[src/rtl/cmd_stream_tx_pkg.sv]
// Shared widths and serializer state encoding for cmd_stream_tx.
// Defining CMD_STREAM_TX_CSUM_EN adds the CSUM state.
package cmd_stream_tx_pkg;
    localparam int CMD_W  = 32;
    localparam int AXIS_W = 16;

`ifdef CMD_STREAM_TX_CSUM_EN
    typedef enum logic [1:0] {
        ST_IDLE = 2'd0,
        ST_HI   = 2'd1,
        ST_LO   = 2'd2,
        ST_CSUM = 2'd3
    } tx_state_e;
`else
    typedef enum logic [1:0] {
        ST_IDLE = 2'd0,
        ST_HI   = 2'd1,
        ST_LO   = 2'd2
    } tx_state_e;
`endif
endpackage

[src/rtl/cmd_fifo.sv]
// Synchronous show-ahead FIFO; pointers carry one extra bit to tell full from empty.
module cmd_fifo #(
    parameter int DEPTH = 4,
    parameter int W     = 33
) (
    input  logic         clk,
    input  logic         rst_n,
    input  logic         i_push,
    input  logic [W-1:0] i_wdata,
    input  logic         i_pop,
    output logic [W-1:0] o_rdata,
    output logic         o_full,
    output logic         o_empty
);
    localparam int AW = $clog2(DEPTH);
    localparam logic [AW:0] PTR_ONE = {{AW{1'b0}}, 1'b1};

    logic [AW:0]  r_wr_ptr;
    logic [AW:0]  r_rd_ptr;
    logic [W-1:0] r_mem [DEPTH];
    logic         w_do_push;
    logic         w_do_pop;

    assign o_empty   = (r_wr_ptr == r_rd_ptr);
    assign o_full    = (r_wr_ptr[AW] != r_rd_ptr[AW]) &&
                       (r_wr_ptr[AW-1:0] == r_rd_ptr[AW-1:0]);
    assign w_do_push = i_push && !o_full;
    assign w_do_pop  = i_pop && !o_empty;
    assign o_rdata   = r_mem[r_rd_ptr[AW-1:0]];

    always_ff @(posedge clk or negedge rst_n) begin
        if (!rst_n) begin
            r_wr_ptr <= '0;
            r_rd_ptr <= '0;
        end else begin
            if (w_do_push) r_wr_ptr <= r_wr_ptr + PTR_ONE;
            if (w_do_pop)  r_rd_ptr <= r_rd_ptr + PTR_ONE;
        end
    end

    always_ff @(posedge clk) begin
        if (w_do_push) r_mem[r_wr_ptr[AW-1:0]] <= i_wdata;
    end
endmodule

[src/rtl/cmd_stream_tx.sv]
// Command FIFO feeding a 32->16 bit stream serializer with packet counting.
// Defining CMD_STREAM_TX_CSUM_EN appends an XOR checksum beat to every packet.
module cmd_stream_tx
    import cmd_stream_tx_pkg::*;
#(
    parameter int FIFO_DEPTH = 4
) (
    input  logic              clk,
    input  logic              rst_n,
    input  logic [CMD_W-1:0]  cmd_data,
    input  logic              cmd_last,
    input  logic              cmd_valid,
    output logic              cmd_ready,
    output logic [AXIS_W-1:0] m_axis_tdata,
    output logic              m_axis_tvalid,
    input  logic              m_axis_tready,
    output logic              m_axis_tlast,
    output logic              busy,
    output logic [15:0]       pkt_count,
    output logic [1:0]        o_dbg_state
);
    // Both ports: a transfer occurs on a rising edge with valid && ready; once
    // valid is high, data and last hold until that transfer completes.
    logic [CMD_W:0]    w_fifo_rdata;
    logic              w_full;
    logic              w_empty;
    logic              w_push;
    logic              w_pop;
    logic              w_hs;
    logic              w_to_csum;
    logic              r_started;
    tx_state_e         r_state;
    logic [AXIS_W-1:0] r_lo;
    logic              r_last;
    logic [AXIS_W-1:0] r_tdata;
    logic              r_tvalid;
    logic              r_tlast;
    logic [15:0]       r_pkt_count;

    assign w_push = cmd_valid && cmd_ready;
    assign w_hs   = r_tvalid && m_axis_tready;

    cmd_fifo #(
        .DEPTH (FIFO_DEPTH),
        .W     (CMD_W + 1)
    ) u_fifo (
        .clk     (clk),
        .rst_n   (rst_n),
        .i_push  (w_push),
        .i_wdata ({cmd_last, cmd_data}),
        .i_pop   (w_pop),
        .o_rdata (w_fifo_rdata),
        .o_full  (w_full),
        .o_empty (w_empty)
    );

`ifdef CMD_STREAM_TX_CSUM_EN
    logic [AXIS_W-1:0] r_acc;

    assign w_to_csum = (r_state == ST_LO) && r_last;

    always_ff @(posedge clk or negedge rst_n) begin
        if (!rst_n) begin
            r_acc <= '0;
        end else if (w_hs) begin
            r_acc <= (r_state == ST_CSUM) ? '0 : (r_acc ^ r_tdata);
        end
    end
`else
    assign w_to_csum = 1'b0;
`endif

    // Pop only when the serializer is about to load a new HI beat.
    always_comb begin
        w_pop = 1'b0;
        case (r_state)
            ST_IDLE: w_pop = !w_empty;
            ST_HI:   w_pop = 1'b0;
            default: w_pop = w_hs && !w_empty && !w_to_csum;
        endcase
    end

    always_ff @(posedge clk or negedge rst_n) begin
        if (!rst_n) begin
            r_started   <= 1'b0;
            r_state     <= ST_IDLE;
            r_lo        <= '0;
            r_last      <= 1'b0;
            r_tdata     <= '0;
            r_tvalid    <= 1'b0;
            r_tlast     <= 1'b0;
            r_pkt_count <= '0;
        end else begin
            r_started <= 1'b1;
            if (w_hs && r_tlast) r_pkt_count <= r_pkt_count + 16'd1;
            case (r_state)
                ST_HI: begin
                    if (w_hs) begin
                        r_state <= ST_LO;
                        r_tdata <= r_lo;
`ifdef CMD_STREAM_TX_CSUM_EN
                        r_tlast <= 1'b0;
`else
                        r_tlast <= r_last;
`endif
                    end
                end
                default: begin
                    if (r_state == ST_IDLE || w_hs) begin
`ifdef CMD_STREAM_TX_CSUM_EN
                        if (w_to_csum) begin
                            r_state <= ST_CSUM;
                            r_tdata <= r_acc ^ r_tdata;
                            r_tlast <= 1'b1;
                        end else
`endif
                        if (w_pop) begin
                            r_state  <= ST_HI;
                            r_tvalid <= 1'b1;
                            r_tdata  <= w_fifo_rdata[CMD_W-1:AXIS_W];
                            r_lo     <= w_fifo_rdata[AXIS_W-1:0];
                            r_last   <= w_fifo_rdata[CMD_W];
                            r_tlast  <= 1'b0;
                        end else begin
                            r_state  <= ST_IDLE;
                            r_tvalid <= 1'b0;
                            r_tdata  <= '0;
                            r_tlast  <= 1'b0;
                        end
                    end
                end
            endcase
        end
    end

    assign cmd_ready     = r_started && !w_full;
    assign m_axis_tdata  = r_tdata;
    assign m_axis_tvalid = r_tvalid;
    assign m_axis_tlast  = r_tlast;
    assign busy          = !w_empty || (r_state != ST_IDLE);
    assign pkt_count     = r_pkt_count;
    assign o_dbg_state   = r_state;
endmodule
[config.mk]
export PLATFORM = sky130hd
export DESIGN_NAME = cmd_stream_tx
export DESIGN_NICKNAME = d
export VERILOG_FILES = /design/src/rtl/cmd_stream_tx_pkg.sv /design/src/rtl/cmd_fifo.sv /design/src/rtl/cmd_stream_tx.sv
export SDC_FILE = /design/constraint.sdc
export NUM_CORES = 1
export LEC_CHECK = 0
export CORE_ASPECT_RATIO = 0.8
export CORE_MARGIN = 2
export CORE_UTILIZATION = 35
export CTS_CLUSTER_DIAMETER = 200
export DETAILED_ROUTE_END_ITERATION = 6
export HOLD_SLACK_MARGIN = 0.12
export PLACE_DENSITY = 0.61
export SLEW_MARGIN = 20
export SYNTH_ARGS = -nofsm -noshare
export SYNTH_HDL_FRONTEND = slang
export SYNTH_HIERARCHICAL = 1
export SYNTH_SLANG_ARGS = --single-unit
[constraint.sdc]
create_clock -name clk -period 3.1 [get_ports clk]
set_input_delay 0.62 -clock clk [delete_from_list [all_inputs] [get_ports clk]]
set_output_delay 0.62 -clock clk [all_outputs]
set_load 0.1 [all_outputs]
==> reports/summary.txt, run 1 <==
Final setup viols - 0
Die outline width - 168.6 um
Sequential Area - 5468 um^2
Detailed Routing Iterations Pass 1 - 4
Cell variety after synth - 44
Sink Count - 192
Largest net degree at the start of global routing - 39
Area contributors post-synth - edfxtp_1 (52%), dfrtp_1 (20%), mux4_2 (9.5%)
Pwr/cell area - 1046 nW/um^2
Clk slew on worst S/H paths - 0.07 ns
RSZ-0062 raised after global routing - no
Vias in the first global route - 4128
Yosys warns - 6
Placed insts - 762
Worst-Skew Late Latency - 0.43 ns
EDFF count, synth - 132
Setup TNS - 0 ns
CTS buffer count - 17
Post_cts resized - 0
WL/cell - 18.15 um
HPWL Detailed - 8990 um
Ys flop type - edfxtp_1
Initial Util - 0.3538
First-pass GRT wire length - 22870 um
Initial antenna violation count - 0
Area Growth Syn to Fin - 21.39%
Synth area leader - edfxtp_1
Area of the multi-input gates - 1973 um^2
Post-synthesis register bit count - 192
Cell Rows - 48
Setup Crit Path Kind - reg2out
Post-Synthesis Net Count - 460
DR DRC count - 0
Antenna Cells - 0
Port Buf Inserts - 74
Worst Setup End Kind - output pin
Final period util - 0.8271
Final Skew - 0.009624 ns
Final setup margin - 0.5361 ns
Max cap viols - 0
Die area - 22880 um^2
Final Non-Filler Cells - 794
Synth top area share - 0.5225
Largest fanout on the critical path - 10
Crit start category - register
Gr ovfl total - 0
Critical Path RT - 2.48 ns
RePlAce Congestion - 0.7765
Routed WL - 14410 um
Max IR drop VDD - 697.8 uV
Status - complete, no violations
NumNets Final - 549
Final core occ - 0.4295
Vias per Instance - 4.984
Ys async rst share - 0.3125
Fmax achieved - 390.0 MHz
GRT Total Usage - 0.1341
DRT antenna net count - 0
Internal - 5.831 mW
Syn avg cell area - 18.19 um^2
First DRT Iteration DRCs - 282
Comb pwr share - 0.405
Mapped cell area - 7586 um^2
Worst min path class - in2async
Post-CTS Hold Buffers - 0
Worst rel slew slack - 0.5007
I/O Pins - 75
Max clock buf depth - 2
CTS root buf - clkbuf_16
Critical Path AT - 1.94 ns
Vias - 3957
Layout fillers - 1876
Count of final hold-check violations - 0
NetSw - 3.798 mW
Power share of the clock group - 0.220
Post-CTS Setup Inserts - 0
Core area - 21440 um^2
Leak - 3.368 nW
Switching share of power - 0.3944
CTS tree - yes
DIE HEIGHT - 135.7 um
Slew @ Worst Pin - 0.7490 ns
CTS H-tree lvls - 4
Synthesized instance count - 417
Layout cells sized above 1 - 0.2890
DP Worst Slack - 0.5749 ns
Fin. max-slew vios - 0
Tmin final - 2.564 ns
Design area - 9209 um^2
Placed cell areas - 8636 um^2
Sequential share of power - 0.375
Post-synthesis sequential area ratio - 0.7204
per-layer routing:
metal / up-vias / global-route usage / part of all wire
met5: - / 0 / 0
met4: 0 / 0.03592 / 0.0080
met3: 8 / 0.03856 / 0.076
met2: 144 / 0.2126 / 0.46
met1: 2011 / 0.1826 / 0.46
li1: 1794 / - / -
logic make-up (layout without fill, tap and decap cells):
kind of cell | after synthesis | after routing | synth area share
and+or+nand+nor | 72 | 72 | 0.05080
xor gates and xnor gates | 22 | 22 | 0.02837
other | 1 | 1 | 0.0004943
DFF | 192 | 192 | 0.7204
buffers and inverters | 26 | 128 | 0.02095
muxes | 51 | 51 | 0.1252
AOI/OAI and AO/OA | 47 | 47 | 0.04387
adders and majority gates | 6 | 6 | 0.009896
path summary, 6_finish.rpt:
check / start / end / slack, ns / depth (start not counted)
setup / recovery: u_fifo/r_wr_ptr[0] / busy / 0.54 / 5
min in group clk: pkt_count[15] / pkt_count[15] / 0.47 / 1
hold reg to reg: pkt_count[15] / pkt_count[15] / 0.47 / 1
hold / removal: rst_n / m_axis_tdata[3] / 0.26 / 1
max in group asynchronous: rst_n / m_axis_tdata[9] / 2.12 / 2
setup reg to reg: u_fifo/r_rd_ptr[2] / u_fifo/r_mem[0][15] / 0.67 / 9
Yosys cell counts (4+ instances only):
cell type,n
edfxtp_1,132
dfrtp_1,60
mux4_2,32
nor2_1,24
a21oi_1,18
mux2_2,18
a22oi_1,15
nand2_1,11
xnor2_1,10
nand3_1,9
xor2_1,9
inv_1,8
ha_1,6
a21o_1,5
and2_1,5
buf_4,5
buf_6,5
buf_2,4
clkbuf_1,4
area by class of cell:
| type | count | share of cell area |
|---|---|---|
| sequential | 192 | 0.5937 |
| multi-input combinational | 199 | 0.2143 |
| timing repair buffer | 88 | 0.08913 |
| clock buffer | 18 | 0.04660 |
| tap | 275 | 0.03736 |
| clock inverter | 14 | 0.01563 |
| inverter | 8 | 0.003261 |
power by group through the flow:
stage | Sequential, mW | Clock [mW] | Combinational [mW]
floorplan | 4.65 | 0 | 2.04
global placement | 3.65 | 0 | 3.89
detailed placement | 3.67 | 0 | 3.94
CTS | 3.62 | 2.17 | 3.96
global route | 3.67 | 2.28 | 4.17
finish | 3.61 | 2.12 | 3.90
through the flow:
step                power [mW]  hold slack, ns
finish                   9.630          0.2582
global route             10.12          0.3092
CTS                      9.749          0.2687
detailed placement       7.612          0.4601
global placement         7.537          0.4595
floorplan                6.691          0.3244
placed cells by master (no fill, tap or decap), types with 2 or more instances in the layout:
cell / instances
a21o_1: 5
a21oi_1: 18
a22oi_1: 15
a31oi_1: 2
and2_1: 2
and2_2: 3
and3_1: 3
buf_12: 6
buf_4: 46
clkbuf_16: 17
clkdlybuf4s50_1: 35
clkinv_4: 2
dfrtp_1: 58
dfrtp_2: 2
edfxtp_1: 132
ha_1: 6
inv_1: 8
inv_6: 4
inv_8: 4
mux2_2: 18
mux4_2: 32
nand2_1: 11
nand2b_1: 2
nand3_1: 9
nand4_1: 3
nor2_1: 24
nor2b_1: 2
nor3_1: 2
nor4_1: 2
o21ai_0: 2
xnor2_1: 10
xnor2_2: 2
xor2_1: 9
state kept, by name, summed over array words and instances, names as in the netlist:
signal	cells
r_started	1
pkt_count	16
m_axis_tdata	16
r_last	1
m_axis_tvalid	1
u_fifo/r_wr_ptr	3
u_fifo/r_mem	132
u_fifo/r_rd_ptr	3
o_dbg_state	2
m_axis_tlast	1
r_lo	16
critical path, stage by stage (launching register included):
cell,delay (ns)
dfrtp_1,0.44
xnor2_2,0.20
buf_4,0.21
and3_1,0.33
nand2_1,0.15
buf_12,0.19
Note: power is estimated with default switching activity, not from simulation.
==> run 2, diff against run 1 <==
--- a/config.mk
+++ b/config.mk
@@ -11,7 +11,7 @@
 export CTS_CLUSTER_DIAMETER = 200
 export DETAILED_ROUTE_END_ITERATION = 6
 export HOLD_SLACK_MARGIN = 0.12
-export PLACE_DENSITY = 0.61
+export PLACE_DENSITY = 0.63
 export SLEW_MARGIN = 20
 export SYNTH_ARGS = -nofsm -noshare
 export SYNTH_HDL_FRONTEND = slang
==> constraint.sdc (replaced) <==
create_clock -name clk -period 2.09 [get_ports clk]
set_input_delay 0.418 -clock clk [delete_from_list [all_inputs] [get_ports clk]]
set_output_delay 0.418 -clock clk [all_outputs]
set_load 0.1 [all_outputs]
==> run 2 against run 1 <==
  * Register-to-register slack got worse by 0.63 ns
  * Sequential power increased by 48%
  * Die area unchanged
  * Worst hold slack improved by 0.22 ns
  * Non-clock buffer count increased by 28
  * Sequential share of layout area decreased by 3.2 points
  * Clock skew increased by 0.0097 ns
  * Flip-flop and latch count unchanged
  * Design area increased by 5.9%
  * First-iteration DRC count increased by 44%
  * Power increased by 59%
  * Critical endpoint is now cmd_ready
  * Largest power group unchanged
==> reports/summary.txt, run 2 (synthesis results as in run 1) <==
RePlAce Congestion - 0.7560 (-2.6%)
Leak - 3.607 nW (+7.1%)
Met2 usage - 0.2144 (+0.001829)
Setup Crit Path Kind - reg2out
Min Hold Slack - 0.4831 ns (+0.2250 ns)
Layout fillers - 1831 (-2.4%)
I/O Pins - 75 (unchanged)
Clk slew on worst S/H paths - 0.07 ns (about the same)
Max cap viols - 0 (unchanged)
Met1 GRT Util - 0.2049 (+0.02224)
Count of final hold-check violations - 0 (unchanged)
Initial antenna violation count - 0 (unchanged)
Final setup viols - 0 (unchanged)
Worst-Skew Late Latency - 0.43 ns (about the same)
Initial Util - 0.3538 (unchanged)
Max IR drop VDD - 1359 uV (+95%)
Largest net degree at the start of global routing - 61 (+56%)
Layout cells sized above 1 - 0.3492 (+0.06016)
CTS buffer count - 17 (unchanged)
NumNets Final - 577 (+5.1%)
Max FFs per register - 132 (unchanged)
Area Growth Syn to Fin - 28.50%
Fin. max-slew vios - 0 (unchanged)
Design area - 9748 um^2 (+5.9%)
RSZ-0062 raised after global routing - yes
Critical Path RT - 1.67 ns (-0.81 ns)
CTS tree - yes
First DRT Iteration DRCs - 407 (+44%)
Routed WL - 15740 um (+9.2%)
GRT Total Usage - 0.1426 (+0.008518)
Die area - 22880 um^2 (unchanged)
Port Buf Inserts - 74 (unchanged)
Status - complete, no violations
WL/cell - 19.13 um (+5.4%)
Grt peak-use layer - met2
Tmin final - 2.054 ns
First-pass GRT wire length - 24250 um (+6.1%)
Cell Rows - 48 (unchanged)
Vias in the first global route - 4210 (+2.0%)
Worst Setup End Kind - output pin
Crit start category - register
Vias per Instance - 4.988 (about the same)
Grt met3 use - 0.03506 (-0.003506)
Critical Path AT - 1.64 ns (-0.30 ns)
Slew @ Worst Pin - 0.5820 ns (-0.1670 ns)
Die outline width - 168.6 um (unchanged)
Core area - 21440 um^2 (unchanged)
CTS H-tree lvls - 4 (unchanged)
Fmax achieved - 487.0 MHz
Worst min path class - reg2reg
Placed cell areas - 8900 um^2 (+3.1%)
DR DRC count - 0 (unchanged)
Sink Count - 192 (unchanged)
Vias - 4105 (+3.7%)
Commonest cells after routing, fill and taps aside - edfxtp_1 (132), dfrtp_1 (52), buf_4 (51)
Pwr/cell area - 1571 nW/um^2 (+50%)
DIE HEIGHT - 135.7 um (unchanged)
HPWL Detailed - 9763 um (+8.6%)
Detailed Routing Iterations Pass 1 - 4 (unchanged)
Most common cell after layout, fill and taps aside - edfxtp_1
DRT antenna net count - 0 (unchanged)
Max clock buf depth - 2 (unchanged)
Final Skew - 0.01929 ns (+0.009668 ns)
Worst rel slew slack - 0.6120 (+0.1113)
CTS root buf - clkbuf_16
Largest fanout on the critical path - 2 (-8)
Final period util - 0.9826
Gr ovfl total - 0 (unchanged)
==> run 2: cell types whose count changed in the layout (fill, tap and decap cells not counted), moves of 3 or more <==
cell       previous run  this run
buf_6                 0         8
and2_2                3         0
buf_12                6        16
clkbuf_16            17        20
inv_8                 4         1
dfrtp_1              58        52
and2_4                0         4
inv_6                 4         1
buf_4                46        51
dfrtp_2               2         8
==> run 2: final timing paths <==
| kind | from | to | slack [ns] | cells past startpoint |
|---|---|---|---|---|
| max reg2reg | u_fifo/r_rd_ptr[0] | u_fifo/r_mem[3][29] | 0.04 | 11 |
| min reg2reg | pkt_count[15] | pkt_count[15] | 0.48 | 1 |
| max in group asynchronous | rst_n | u_fifo/r_rd_ptr[0] | 1.19 | 3 |
| min in group asynchronous | rst_n | m_axis_tdata[2] | 0.53 | 3 |
| max | u_fifo/r_rd_ptr[0] | cmd_ready | 0.04 | 7 |
| min | pkt_count[15] | pkt_count[15] | 0.48 | 1 |
==> run 2: repair_timing <==
item | CTS | global route
endpoints found under the hold margin | 60 | 0
setup endpoints to repair | 1 | 135
pin swaps | 3 | 4
resized for setup | 9 | 8
gates cloned | 0 | 4
hold buffers | 1 | 0
buffers inserted | 5 | 4
==> run 2: layout make-up <==
class / count / area (um^2) / share of cell area
sequential: 192 / 5475 / 0.5617
multi-input combinational: 199 / 2039 / 0.2092
timing repair buffer: 116 / 1261 / 0.1294
clock buffer: 19 / 432.9 / 0.04441
tap: 275 / 344.1 / 0.03530
clock inverter: 13 / 162.7 / 0.01669
inverter: 8 / 30.03 / 0.003080
antenna: 1 / 2.502 / 0.0002567
==> run 2: layer usage <==
layer | wire (um) | vias to the layer above | part of all wire
met5 | 0 | - | 0
met4 | 71 | 0 | 0.0045
met3 | 1092 | 6 | 0.069
met2 | 7292 | 139 | 0.46
met1 | 7284 | 2114 | 0.46
li1 | - | 1846 | -
==> run 2: per-stage QoR <==
| step | TNS, ns | util | cells | total power, mW | setup slack (ns) |
|---|---|---|---|---|---|
| floorplan | -81.15 | - | 417 | 10.02 | -0.7087 |
| global placement | 0 | 0.4151 | 776 | 11.67 | 0.07149 |
| detailed placement | 0 | 0.4151 | 776 | 11.77 | 0.02657 |
| CTS | -0.03851 | 0.4467 | 814 | 15.31 | -0.03800 |
| global route | -1.928 | 0.4545 | 822 | 16.09 | -0.04840 |
| finish | 0 | 0.4547 | 823 | 15.32 | 0.03640 |
==> run 2: worst max-delay path, cell delays in order (launching register included) <==
cell     delay, ns
dfrtp_2       0.44
xnor2_4       0.16
buf_6         0.12
nand3_2       0.06
inv_2         0.04
nor2b_4       0.12
buf_6         0.11
buf_12        0.16
==> run 2: power breakdown <==
part	internal (mW)	total (mW)	switching, mW
logic	2.66	6.69	4.03
registers	4.91	5.36	0.450
clock network	1.89	3.26	1.37
total	9.46	15.3	5.85
